$ cat config.mk
export PLATFORM = sky130hd
export DESIGN_NAME = data_memory_lat_flat
export DESIGN_NICKNAME = d
export VERILOG_FILES = /design/src/rtl/data_memory_lat_if.sv /design/src/rtl/data_memory_lat.sv /design/src/flat_wrapper.sv
export SDC_FILE = /design/constraint.sdc
export NUM_CORES = 1
export LEC_CHECK = 0
export CAP_MARGIN = 10
export CORE_ASPECT_RATIO = 0.5
export CORE_MARGIN = 2
export CORE_UTILIZATION = 40
export CTS_BUF_LIST = sky130_fd_sc_hd__clkbuf_4
export CTS_CLUSTER_DIAMETER = 30
export DETAILED_ROUTE_END_ITERATION = 7
export GPL_TIMING_DRIVEN = 1
export PLACE_DENSITY = 0.6
export SYNTH_ARGS = -nofsm -noshare
export SYNTH_HDL_FRONTEND = slang
export SYNTH_SLANG_ARGS = --single-unit
$ cat constraint.sdc
create_clock -name clk -period 3 [get_ports clk]
set_input_delay 0.45 -clock clk [delete_from_list [all_inputs] [get_ports clk]]
set_output_delay 0.45 -clock clk [all_outputs]
set_load 0.005 [all_outputs]
$ cat src/rtl/data_memory_lat_if.sv
// Request/response port of the MEM-stage data memory:
// one valid/ready request channel and a single-cycle response pulse.
interface data_memory_lat_if #(
    parameter int DATA_W = 16,
    parameter int ADDR_W = 16
);
    logic                  req_valid;
    logic                  req_ready;
    logic                  req_write;
    logic [ADDR_W-1:0]     req_addr;
    logic [DATA_W-1:0]     req_wdata;
    logic [DATA_W/8-1:0]   req_be;
    logic                  resp_valid;
    logic [DATA_W-1:0]     resp_rdata;
    logic                  resp_err;
    logic [7:0]            err_count;

    modport master (
        output req_valid, req_write, req_addr, req_wdata, req_be,
        input  req_ready, resp_valid, resp_rdata, resp_err, err_count
    );

    modport slave (
        input  req_valid, req_write, req_addr, req_wdata, req_be,
        output req_ready, resp_valid, resp_rdata, resp_err, err_count
    );
endinterface

$ cat src/rtl/data_memory_lat.sv
// Word-addressed data memory with byte-lane writes, a fixed response
// latency that back-pressures via req_ready, and range checking.
module data_memory_lat #(
    parameter int DATA_W = 16,
    parameter int ADDR_W = 16,
    parameter int DEPTH  = 16,
    parameter int LAT    = 1
) (
    input logic clk,
    input logic rst,
    data_memory_lat_if.slave bus
);
    localparam int NB    = DATA_W / 8;
    localparam int IDX_W = (DEPTH > 1) ? $clog2(DEPTH) : 1;
    localparam int CNT_W = (LAT > 1) ? $clog2(LAT) : 1;

    typedef enum logic {IDLE, WAIT} state_t;

    logic [DATA_W-1:0] mem [DEPTH];
    state_t            state_q, state_d;
    logic [CNT_W-1:0]  cnt_q, cnt_d;
    logic              accept;
    logic              in_range;
    logic              fire;
    logic [IDX_W-1:0]  idx;
    logic [DATA_W-1:0] rd_now;
    logic [DATA_W-1:0] pend_data;
    logic              pend_err;
    logic [DATA_W-1:0] out_data;
    logic              out_err;

    assign bus.req_ready = (cnt_q == '0);
    assign accept   = bus.req_valid && bus.req_ready;
    assign in_range = {1'b0, bus.req_addr} < (ADDR_W + 1)'(DEPTH);
    assign idx      = bus.req_addr[IDX_W-1:0];
    assign rd_now   = (in_range && !bus.req_write) ? mem[idx] : '0;

    // With LAT=1 the response leaves on the acceptance edge itself.
    assign out_data = (LAT == 1) ? rd_now : pend_data;
    assign out_err  = (LAT == 1) ? !in_range : pend_err;

    always_comb begin
        state_d = state_q;
        cnt_d   = cnt_q;
        fire    = 1'b0;
        case (state_q)
            IDLE: begin
                if (accept) begin
                    if (LAT == 1) begin
                        fire = 1'b1;
                    end else begin
                        cnt_d   = CNT_W'(LAT - 1);
                        state_d = WAIT;
                    end
                end
            end
            WAIT: begin
                cnt_d = cnt_q - CNT_W'(1);
                if (cnt_q == CNT_W'(1)) begin
                    fire    = 1'b1;
                    state_d = IDLE;
                end
            end
            default: begin
                state_d = IDLE;
                cnt_d   = '0;
            end
        endcase
    end

    always_ff @(posedge clk or negedge rst) begin
        if (!rst) begin
            state_q <= IDLE;
            cnt_q   <= '0;
        end else begin
            state_q <= state_d;
            cnt_q   <= cnt_d;
        end
    end

    always_ff @(posedge clk or negedge rst) begin
        if (!rst) begin
            bus.resp_valid <= 1'b0;
            bus.resp_rdata <= '0;
            bus.resp_err   <= 1'b0;
            bus.err_count  <= '0;
            pend_data      <= '0;
            pend_err       <= 1'b0;
        end else begin
            bus.resp_valid <= fire;
            if (fire) begin
                bus.resp_rdata <= out_data;
                bus.resp_err   <= out_err;
            end
            if (accept) begin
                pend_data <= rd_now;
                pend_err  <= !in_range;
                if (!in_range && bus.err_count != 8'hFF)
                    bus.err_count <= bus.err_count + 8'd1;
            end
        end
    end

    // Reset preloads word i with i so reads are checkable out of reset.
    always_ff @(posedge clk or negedge rst) begin
        if (!rst) begin
            for (int i = 0; i < DEPTH; i++)
                mem[i] <= DATA_W'(i);
        end else if (accept && in_range && bus.req_write) begin
            for (int j = 0; j < NB; j++)
                if (bus.req_be[j])
                    mem[idx][8*j +: 8] <= bus.req_wdata[8*j +: 8];
        end
    end
endmodule
$ cat src/flat_wrapper.sv
// flat-port wrapper written by rule: the top's interface ports become plain ports
module data_memory_lat_flat 
#(
    parameter int DATA_W = 16,
    parameter int ADDR_W = 16,
    parameter int DEPTH  = 16,
    parameter int LAT    = 1
)
  (clk, rst, bus_req_valid, bus_req_write, bus_req_addr, bus_req_wdata, bus_req_be, bus_req_ready, bus_resp_valid, bus_resp_rdata, bus_resp_err, bus_err_count);
  data_memory_lat_if #(.DATA_W(DATA_W), .ADDR_W(ADDR_W)) bus_i ();
  input logic clk;
  input logic rst;
  input wire logic [$bits(bus_i.req_valid)-1:0] bus_req_valid;
  input wire logic [$bits(bus_i.req_write)-1:0] bus_req_write;
  input wire logic [$bits(bus_i.req_addr)-1:0] bus_req_addr;
  input wire logic [$bits(bus_i.req_wdata)-1:0] bus_req_wdata;
  input wire logic [$bits(bus_i.req_be)-1:0] bus_req_be;
  output wire logic [$bits(bus_i.req_ready)-1:0] bus_req_ready;
  output wire logic [$bits(bus_i.resp_valid)-1:0] bus_resp_valid;
  output wire logic [$bits(bus_i.resp_rdata)-1:0] bus_resp_rdata;
  output wire logic [$bits(bus_i.resp_err)-1:0] bus_resp_err;
  output wire logic [$bits(bus_i.err_count)-1:0] bus_err_count;
  assign bus_i.req_valid = bus_req_valid;
  assign bus_i.req_write = bus_req_write;
  assign bus_i.req_addr = bus_req_addr;
  assign bus_i.req_wdata = bus_req_wdata;
  assign bus_i.req_be = bus_req_be;
  assign bus_req_ready = bus_i.req_ready;
  assign bus_resp_valid = bus_i.resp_valid;
  assign bus_resp_rdata = bus_i.resp_rdata;
  assign bus_resp_err = bus_i.resp_err;
  assign bus_err_count = bus_i.err_count;
  data_memory_lat #(.DATA_W(DATA_W), .ADDR_W(ADDR_W), .DEPTH(DEPTH), .LAT(LAT)) u_core (.clk(clk), .rst(rst), .bus(bus_i));
endmodule
==> metrics, run 1 <==
Ports=65; Fillers=2886; max-cap violation count=0; syn nets=876; CTS HTree Levels=3; top post-synthesis cells by area=dfrtp_1 48%, mux2_2 21%, mux4_2 11%; PD cells=501 mW/mm2; Post-route DRC=0; post-CTS sizing=0; Root Driver=clkbuf_4; crit start category=flip-flop; switching fraction of total power=24.5%; Worst path top cell family by delay=simple AND/OR/NAND/NOR gates; Worst EP arrival=2.77 ns; cell area after placement=0.0147 mm2; DR vias/cell=5.38; post-route cell area=0.0156 mm2; period utilization=73.3%; skew final=0.0411 ns; Critical Path, Cell by Cell=and3b_1 -> nand4_4 -> buf_12 -> nor4_4 -> mux2_2; CTS buffer count=70; largest net degree at the start of global routing=102; Period minus WS final=2.20 ns; total grt overflow=0; Worst-path clk slew=0.07 ns; Reg2Reg Depth=5; RSZ-0062 raised after global routing=false; worst vdd ir=0.000201 V; status=finished clean; number of global-route vias before repair=8728; post-route ant nets=0; Die Span Y=133 um; initial detailed-routing violation count=322; combinational power share=7.2%; Psw=1.91 mW; drt wl/cell=20.6 um; WP buf/inv=1; Crit Path Class=flip-flop to flip-flop; port bufs=64; Net count, final=1008; critical path fanouts, max=16; TritonRoute pass-1 iters=4; Final TNS setup=0 ns; # setup viols final=0; clk sinks=284; Hold Vio Cnt, Final=0; YS warnings=0; FF-to-FF End=u_core.mem[122]; count of flip-flops with a built-in enable after synthesis=0; Pleak=7.40 nW; Max-slew headroom=47.8%; Yosys top cell by area=dfrtp_1; first-pass GRT wire length=48800 um; antenna violations before repair=1; Final HPWL DP=19100 um; commonest non-fill, non-tap cell in the layout=dfrtp_1; Hold/Removal Path Class=primary input to async pin; Final Total Pwr=7.81 mW; Rows=47; Initial Util=40.3%; commonest cells after routing, fill and taps aside=252 x dfrtp_1, 248 x mux2_2, 113 x clkbuf_4, 64 x mux4_2, 60 x clkdlybuf4s50_1; GRT Util Overall=18.4%; f_max=455 MHz; pre-CTS setup slack=0.166 ns; Final Wtd Congestion=0.719; vias=7857; Largest stage delay, worst path=0.57 ns; asr flop ratio synth=100%; Slew Limit Fails=0; area of the core=0.0329 mm2; slowest stage cell on the critical path=nor4_4; share of layout cells above drive strength 1=53.7%; Yosys cell types=34; Post-Syn Area per Cell=15.8 um2; FF-to-FF Start=u_core.cnt_q; Synth-to-Final Area Change=17.6%; Die W=261 um; drt total wl=30100 um; post-synth top area share=47.6%; PnR worst setup slack=0.800 ns; DIE AREA=0.0347 mm2; Int Power=5.90 mW; Mapped Cells=837; CP endpoint kind=flip-flop; share of power burned in registers=50.4%; reg-to-reg slack, setup=0.80 ns; Worst Path Required=3.57 ns; worst slew pin tran=0.783 ns; synthesized area=0.0133 mm2; Post-synth top flop=dfrtp_1; CTS tree=yes; Skew-Pair Late Insertion Delay=0.72 ns; deepest clock path buffer count=3; Layout Utilization=47.4%; synthesis-stage register bit count=284; clock power share=42.4%; sequential fraction of the synthesis area=53.9%
## cell usage after synthesis (2+ instances only)
library cell	number
dfrtp_1	252
mux2_2	248
mux4_2	64
clkbuf_1	45
nor3_1	33
dfstp_2	32
mux2i_1	32
nor4_4	19
nand4_1	18
a211o_1	16
mux2_4	8
buf_2	7
nand2_1	7
xnor2_1	7
nand3_1	6
and2_1	5
and3_1	5
nand2b_1	5
nor2b_1	5
buf_1	4
nor2_1	4
inv_1	2
mux2_1	2
## how the worst max path moves through the flow
| stage | startpoint | to | cells past startpoint |
|---|---|---|---|
| after global routing | u_core.cnt_q | u_core.mem[122] | 5 |
| after CTS | u_core.bus.err_count[2] | bus_err_count[2] | 1 |
| after detailed placement | bus_req_addr[13] | u_core.mem[123] | 6 |
| final | u_core.cnt_q | u_core.mem[122] | 5 |
| after floorplan | bus_req_addr[9] | u_core.mem[104] | 5 |
| after global placement | bus_req_addr[13] | u_core.mem[124] | 6 |
## cell families after synthesis
group | share of synthesized area [%]
adder cells (fa/ha/maj) | 0.0944
buffers and inverters | 1.79
AND/OR/NAND/NOR | 7.08
AO/OA/AOI/OAI | 1.16
XOR/XNOR | 0.529
multiplexers | 35.4
flip-flops | 53.9
## sequential cells by signal, summed over array words and instances, names as in the netlist
register and flops:
u_core.mem 256, u_core.bus.resp_err 1, u_core.bus.resp_valid 1, u_core.bus.resp_rdata 16
u_core.bus.err_count 8, u_core.cnt_q 1, u_core.state_q 1
## metrics by stage
step                      hold slack (ns)  instances
after floorplan                     0.154        837
after global placement              0.374       1337
after detailed placement            0.379       1337
after CTS                           0.152       1459
after global routing                0.204       1460
final                               0.231       1460
## power by group through the flow
stage | combinational, mW | clock, mW | sequential, mW
global placement | 0.561 | 0 | 4.01
floorplan | 0.249 | 0 | 4.00
detailed placement | 0.568 | 0 | 4.01
finish | 0.559 | 3.31 | 3.94
global route | 0.617 | 3.65 | 3.94
CTS | 0.571 | 3.46 | 3.94
## layer usage
metal	wire length, um	GRT usage [%]
met2	14900	30.1
met1	13600	24.2
met4	592	6.12
met5	0	0
met3	1050	4.14
## cell type report
cell class              count  area, um2  area share, %
diodes                      1       2.50         0.0161
clock buffers             113        848           5.44
clock inverters             8       57.6          0.369
inverters                   2       7.51         0.0482
multi-input cells         494       5870           37.7
flip-flops and latches    284       7150           45.9
well taps                 441        552           3.54
repair buffers            117       1100           7.05
## timing repair
action | 4_1_cts | 5_1_grt
setup endpoints to repair | 0 | 0
hold buffers | 1 | 0
setup buffers | 0 | 0
hold endpoints to repair | 43 | 0
Power figures use the tool's default switching activity.
==> run 2: changes to the inputs <==
--- a/config.mk
+++ b/config.mk
@@ -13,7 +13,7 @@
 export CTS_CLUSTER_DIAMETER = 30
 export DETAILED_ROUTE_END_ITERATION = 7
 export GPL_TIMING_DRIVEN = 1
-export PLACE_DENSITY = 0.6
+export PLACE_DENSITY = 0.62
 export SYNTH_ARGS = -nofsm -noshare
 export SYNTH_HDL_FRONTEND = slang
 export SYNTH_SLANG_ARGS = --single-unit
==> constraint.sdc (replaced) <==
create_clock -name clk -period 2 [get_ports clk]
set_input_delay 0.3 -clock clk [delete_from_list [all_inputs] [get_ports clk]]
set_output_delay 0.3 -clock clk [all_outputs]
set_load 0.005 [all_outputs]
==> metrics, run 2 (synthesized netlist as in run 1, its figures left out) <==
Slew Limit Fails=0; max FFs per register=256; Worst Path Required=2.60 ns; Hold/Removal Path Class=primary input to flip-flop; DIE AREA=0.0347 mm2; hold-critical path endpoint=u_core.mem[30]; initial detailed-routing violation count=428; slowest stage cell on the critical path=dfrtp_1; RSZ-0062 raised after global routing=true; deepest clock path buffer count=3; Synth-to-Final Area Change=27.3%; placed cells=1385; FF-to-FF Start=u_core.cnt_q; drt wl/cell=20.7 um; first-pass GRT wire length=50400 um; Largest regs=u_core.mem x256, u_core.bus.resp_rdata x16, u_core.bus.err_count x8; Final HPWL DP=20400 um; Worst EP arrival=2.58 ns; Rows=47; Die Span Y=133 um; antenna violations before repair=2; TritonRoute pass-1 iters=4; Critical Path, Cell by Cell=buf_6 -> and3b_2 -> nand4_4 -> buf_12 -> nor4_4 -> buf_12 -> mux2_2; hold depth=4; PnR worst setup slack=0.0243 ns; Max-slew headroom=51.6%; f_max=506 MHz; largest net degree at the start of global routing=83; commonest non-fill, non-tap cell in the layout=dfrtp_1; Pleak=8.01 nW; Root Driver=clkbuf_4; Final Wtd Congestion=0.746; crit start category=flip-flop; Ports=65; GRT Util Overall=19.0%; Hold Vio Cnt, Final=0; most flop-heavy register=u_core.mem; Largest stage delay, worst path=0.39 ns; Net count, final=1082; total grt overflow=0; cell area after placement=0.0155 mm2; port bufs=64; skew final=0.0380 ns; Worst path top cell family by delay=simple AND/OR/NAND/NOR gates; Skew-Pair Late Insertion Delay=0.74 ns; DR vias/cell=5.34; area of the core=0.0329 mm2; CP endpoint kind=flip-flop; Reg2Reg Depth=7; WP buf/inv=3; worst vdd ir=0.000306 V; post-route ant nets=0; share of layout cells above drive strength 1=57.3%; CTS buffer count=68; PD cells=693 mW/mm2; Final Total Pwr=11.7 mW; Fillers=2745; max-cap violation count=0; period utilization=98.8%; Initial Util=40.3%; worst slew pin tran=0.727 ns; drt total wl=31700 um; fin cells=1531; CTS HTree Levels=3; critical path fanouts, max=8; commonest cells after routing, fill and taps aside=249 x dfrtp_1, 164 x mux2_2, 100 x clkbuf_4, 94 x mux2_4, 88 x buf_4; Period minus WS final=1.98 ns; pre-CTS setup slack=-0.487 ns; hold slack=0.203 ns; number of global-route vias before repair=9031; most numerous cell on the critical path=buf_12; status=finished clean; vias=8179; post-route cell area=0.0169 mm2; # setup viols final=0; reg-to-reg slack, setup=0.02 ns; Crit Path Class=flip-flop to flip-flop; CTS tree=yes; Die W=261 um; FF-to-FF End=u_core.mem[254]; Post-route DRC=0; clk sinks=284; Worst-path clk slew=0.07 ns; min-delay src=bus_req_addr[1]
==> run 2: cell types whose count changed in the layout (fill, tap and decap cells not counted), moves of 13 or more <==
cell	change
clkdlybuf4s50_1	-15
buf_4	+39
clkbuf_4	-13
mux2_4	+86
buf_12	+29
mux2_2	-84
==> run 2: worst max path at each step <==
stage | from | to | slack [ns] | cells after the start
finish | u_core.cnt_q | u_core.mem[254] | 0.02 | 7
global route | u_core.cnt_q | u_core.mem[251] | -0.05 | 7
CTS | u_core.cnt_q | u_core.mem[166] | -0.03 | 7
detailed placement | bus_req_addr[13] | u_core.mem[172] | -0.49 | 7
global placement | bus_req_addr[9] | u_core.mem[174] | -0.47 | 8
floorplan | bus_req_addr[9] | u_core.mem[104] | -0.19 | 5
==> run 2: metrics by stage <==
step / setup TNS [ns] / utilization [%]
floorplan: -17.66 / -
global placement: -97.26 / 47.1
detailed placement: -100.20 / 47.1
CTS: -0.0605 / 50.1
global route: -0.919 / 51.3
finish: 0 / 51.3
==> run 2: what timing repair did <==
action                     4_1_cts  5_1_grt
resized for setup               26       80
gates cloned                     1        2
setup endpoints to repair       22      134
hold endpoints to repair       260        0
pin swaps                        9        2
hold buffers                     3        0
buffers inserted                14        9
==> run 2: layer usage <==
layer / vias to the layer above / routed length [um] / track usage (%) / share of wire [%]
li1: 3628 / - / - / -
met1: 4360 / 15000 / 26.1 / 47
met2: 135 / 15000 / 30.1 / 47
met3: 56 / 1120 / 3.98 / 3.5
met4: 0 / 616 / 6.41 / 1.9
met5: - / 0 / 0 / 0
==> run 2: report_power, final <==
part           switching, mW  internal (mW)  leakage [nW]  total [mW]
Sequential            0.0521           5.82          3.83        5.87
Clock                   2.33           2.41         0.500        4.74
Combinational          0.584          0.491          3.68        1.08
==> run 2: layout make-up <==
cell class | instances | area [um2] | share of cell area, %
clock inverter | 15 | 86.3 | 0.512
multi-input combinational | 494 | 6240 | 37.0
clock buffer | 100 | 751 | 4.45
timing repair buffer | 193 | 2080 | 12.3
antenna | 2 | 5.00 | 0.0297
inverter | 2 | 7.51 | 0.0445
tap | 441 | 552 | 3.27
sequential | 284 | 7150 | 42.4
==> run 2: tightest hold or removal path, delay by kind of cell <==
family / cells / cell delay [ns]
simple gates: 1 / 0.07
buf+inv: 2 / 0.36
mux: 1 / 0.17
==> run 3: changes to the inputs <==
--- a/config.mk
+++ b/config.mk
@@ -12,8 +12,9 @@
 export CTS_BUF_LIST = sky130_fd_sc_hd__clkbuf_4
 export CTS_CLUSTER_DIAMETER = 30
 export DETAILED_ROUTE_END_ITERATION = 7
+export GPL_ROUTABILITY_DRIVEN = 0
 export GPL_TIMING_DRIVEN = 1
-export PLACE_DENSITY = 0.62
+export PLACE_DENSITY = 0.6
 export SYNTH_ARGS = -nofsm -noshare
 export SYNTH_HDL_FRONTEND = slang
 export SYNTH_SLANG_ARGS = --single-unit
==> constraint.sdc (replaced) <==
create_clock -name clk -period 2.5 [get_ports clk]
set_input_delay 0.375 -clock clk [delete_from_list [all_inputs] [get_ports clk]]
set_output_delay 0.375 -clock clk [all_outputs]
set_load 0.005 [all_outputs]
==> metrics, run 3 (synthesized netlist as in run 1, its figures left out) <==
pre-CTS setup slack=-0.0890 ns; worst slew pin tran=0.665 ns; CTS tree=yes; clk sinks=284; total grt overflow=0; status=finished clean; critical path fanouts, max=8; skew final=0.0430 ns; Largest stage delay, worst path=0.55 ns; CP endpoint kind=primary output; largest net degree at the start of global routing=65; Period minus WS final=2.10 ns; commonest non-fill, non-tap cell in the layout=dfrtp_1; drt total wl=29300 um; crit start category=flip-flop; TritonRoute pass-1 iters=4; most flop-heavy register=u_core.mem; Skew-Pair Late Insertion Delay=0.71 ns; Crit. Startpoint=u_core.bus.err_count[2]; share of layout cells above drive strength 1=53.9%; Rows=47; # Post-CTS Setup Buffers=0; commonest cells after routing, fill and taps aside=252 x dfrtp_1, 248 x mux2_2, 107 x clkbuf_4, 64 x mux4_2, 60 x clkdlybuf4s50_1; Root Driver=clkbuf_4; Fillers=2831; PD cells=577 mW/mm2; FF-to-FF End=u_core.mem[113]; Synth-to-Final Area Change=19.4%; Worst Path Required=2.12 ns; Hold/Removal Path Class=primary input to async pin; Worst path top cell family by delay=buffers and inverters; drt wl/cell=20.0 um; WP buf/inv=1; Critical Path, Cell by Cell=clkdlybuf4s50_1; Slew Limit Fails=0; worst vdd ir=0.000205 V; Worst path depth=1; Final HPWL DP=19600 um; Final TNS setup=0 ns; area of the multi-input gates=0.00587 mm2; max FFs per register=256; FF-to-FF Start=u_core.cnt_q; Initial Util=40.3%; Net count, final=1021; deepest clock path buffer count=3; max-cap violation count=0; Pleak=7.49 nW; PnR worst setup slack=0.404 ns; post-route ant nets=0; Critical Path End=bus_err_count[2]; DR vias/cell=5.29; vias=7755; Ports=65; number of global-route vias before repair=8489; period utilization=83.8%; GRT Util Overall=17.9%; Reg2Reg Depth=6; Max-slew headroom=55.5%; reg-to-reg slack, setup=0.44 ns; port bufs=64; DIE AREA=0.0347 mm2; Die W=261 um; Largest regs=u_core.mem x256, u_core.bus.resp_rdata x16, u_core.bus.err_count x8; CTS buffer count=70; # setup viols final=0; Hold Vio Cnt, Final=0; slowest stage cell on the critical path=clkdlybuf4s50_1; Crit Path Class=flip-flop to primary output; RSZ-0062 raised after global routing=false; Post-route DRC=0; Die Span Y=133 um; area of the core=0.0329 mm2; Reg area=0.00715 mm2; CTS HTree Levels=3; antenna violations before repair=1; f_max=477 MHz; Worst EP arrival=1.72 ns; Worst-path clk slew=0.07 ns; initial detailed-routing violation count=353; first-pass GRT wire length=47700 um
==> run 3: cell types whose count changed in the layout (fill, tap and decap cells not counted), moves of 4 or more <==
| cell | before | now |
|---|---|---|
| clkdlybuf4s50_1 | 45 | 60 |
| nor3_1 | 26 | 33 |
| mux2_4 | 94 | 8 |
| nor3_2 | 7 | 0 |
| dlygate4sd2_1 | 12 | 0 |
| mux2_2 | 164 | 248 |
| buf_12 | 34 | 22 |
| buf_4 | 88 | 45 |
| clkinv_1 | 11 | 5 |
| clkbuf_4 | 100 | 107 |
| buf_6 | 4 | 0 |
==> run 3: per-layer routing <==
| layer | GRT usage [%] | up-vias | part of all wire [%] |
|---|---|---|---|
| li1 | - | 3507 | - |
| met4 | 5.05 | 0 | 1.6 |
| met2 | 29.0 | 86 | 50 |
| met3 | 4.35 | 47 | 2.8 |
| met1 | 24.0 | 4115 | 46 |
| met5 | 0 | - | 0 |
==> run 3: how the worst min path moves through the flow <==
stage	end	slack [ns]	cells after the start
final	u_core.mem[132]	0.18	2
after floorplan	u_core.bus.err_count[0]	0.08	0
after detailed placement	u_core.mem[132]	0.33	1
after global placement	u_core.mem[132]	0.33	1
after CTS	u_core.mem[132]	0.12	2
after global routing	u_core.mem[20]	0.15	2
==> run 3: where the power goes <==
part / switching [mW] / internal [mW]
combinational: 0.381 / 0.310
sequential: 0.0708 / 4.65
clock: 1.79 / 1.93
total: 2.24 / 6.89
==> run 3: cell type report <==
type | instances | area share, %
antenna | 1 | 0.0158
timing repair buffer | 130 | 8.90
clock inverter | 7 | 0.182
multi-input combinational | 494 | 37.1
inverter | 2 | 0.0474
sequential | 284 | 45.2
tap | 441 | 3.49
clock buffer | 107 | 5.08
==> run 3: repair_timing <==
item	in CTS	in global routing
gates resized for setup	0	0
endpoints found under the setup margin	0	0
endpoints found under the hold margin	218	0
hold buffers	1	0
==> run 3: metrics by stage <==
stage	area, um2	hold WS [ns]	power, mW	std cells	utilization [%]
after detailed placement	15000	0.328	5.51	1350	45.6
after floorplan	13300	0.0794	5.10	837	-
after global routing	15800	0.148	9.63	1466	48.1
after CTS	15800	0.115	9.31	1465	48.1
after global placement	15000	0.325	5.50	1350	45.6
final	15800	0.180	9.13	1466	48.1
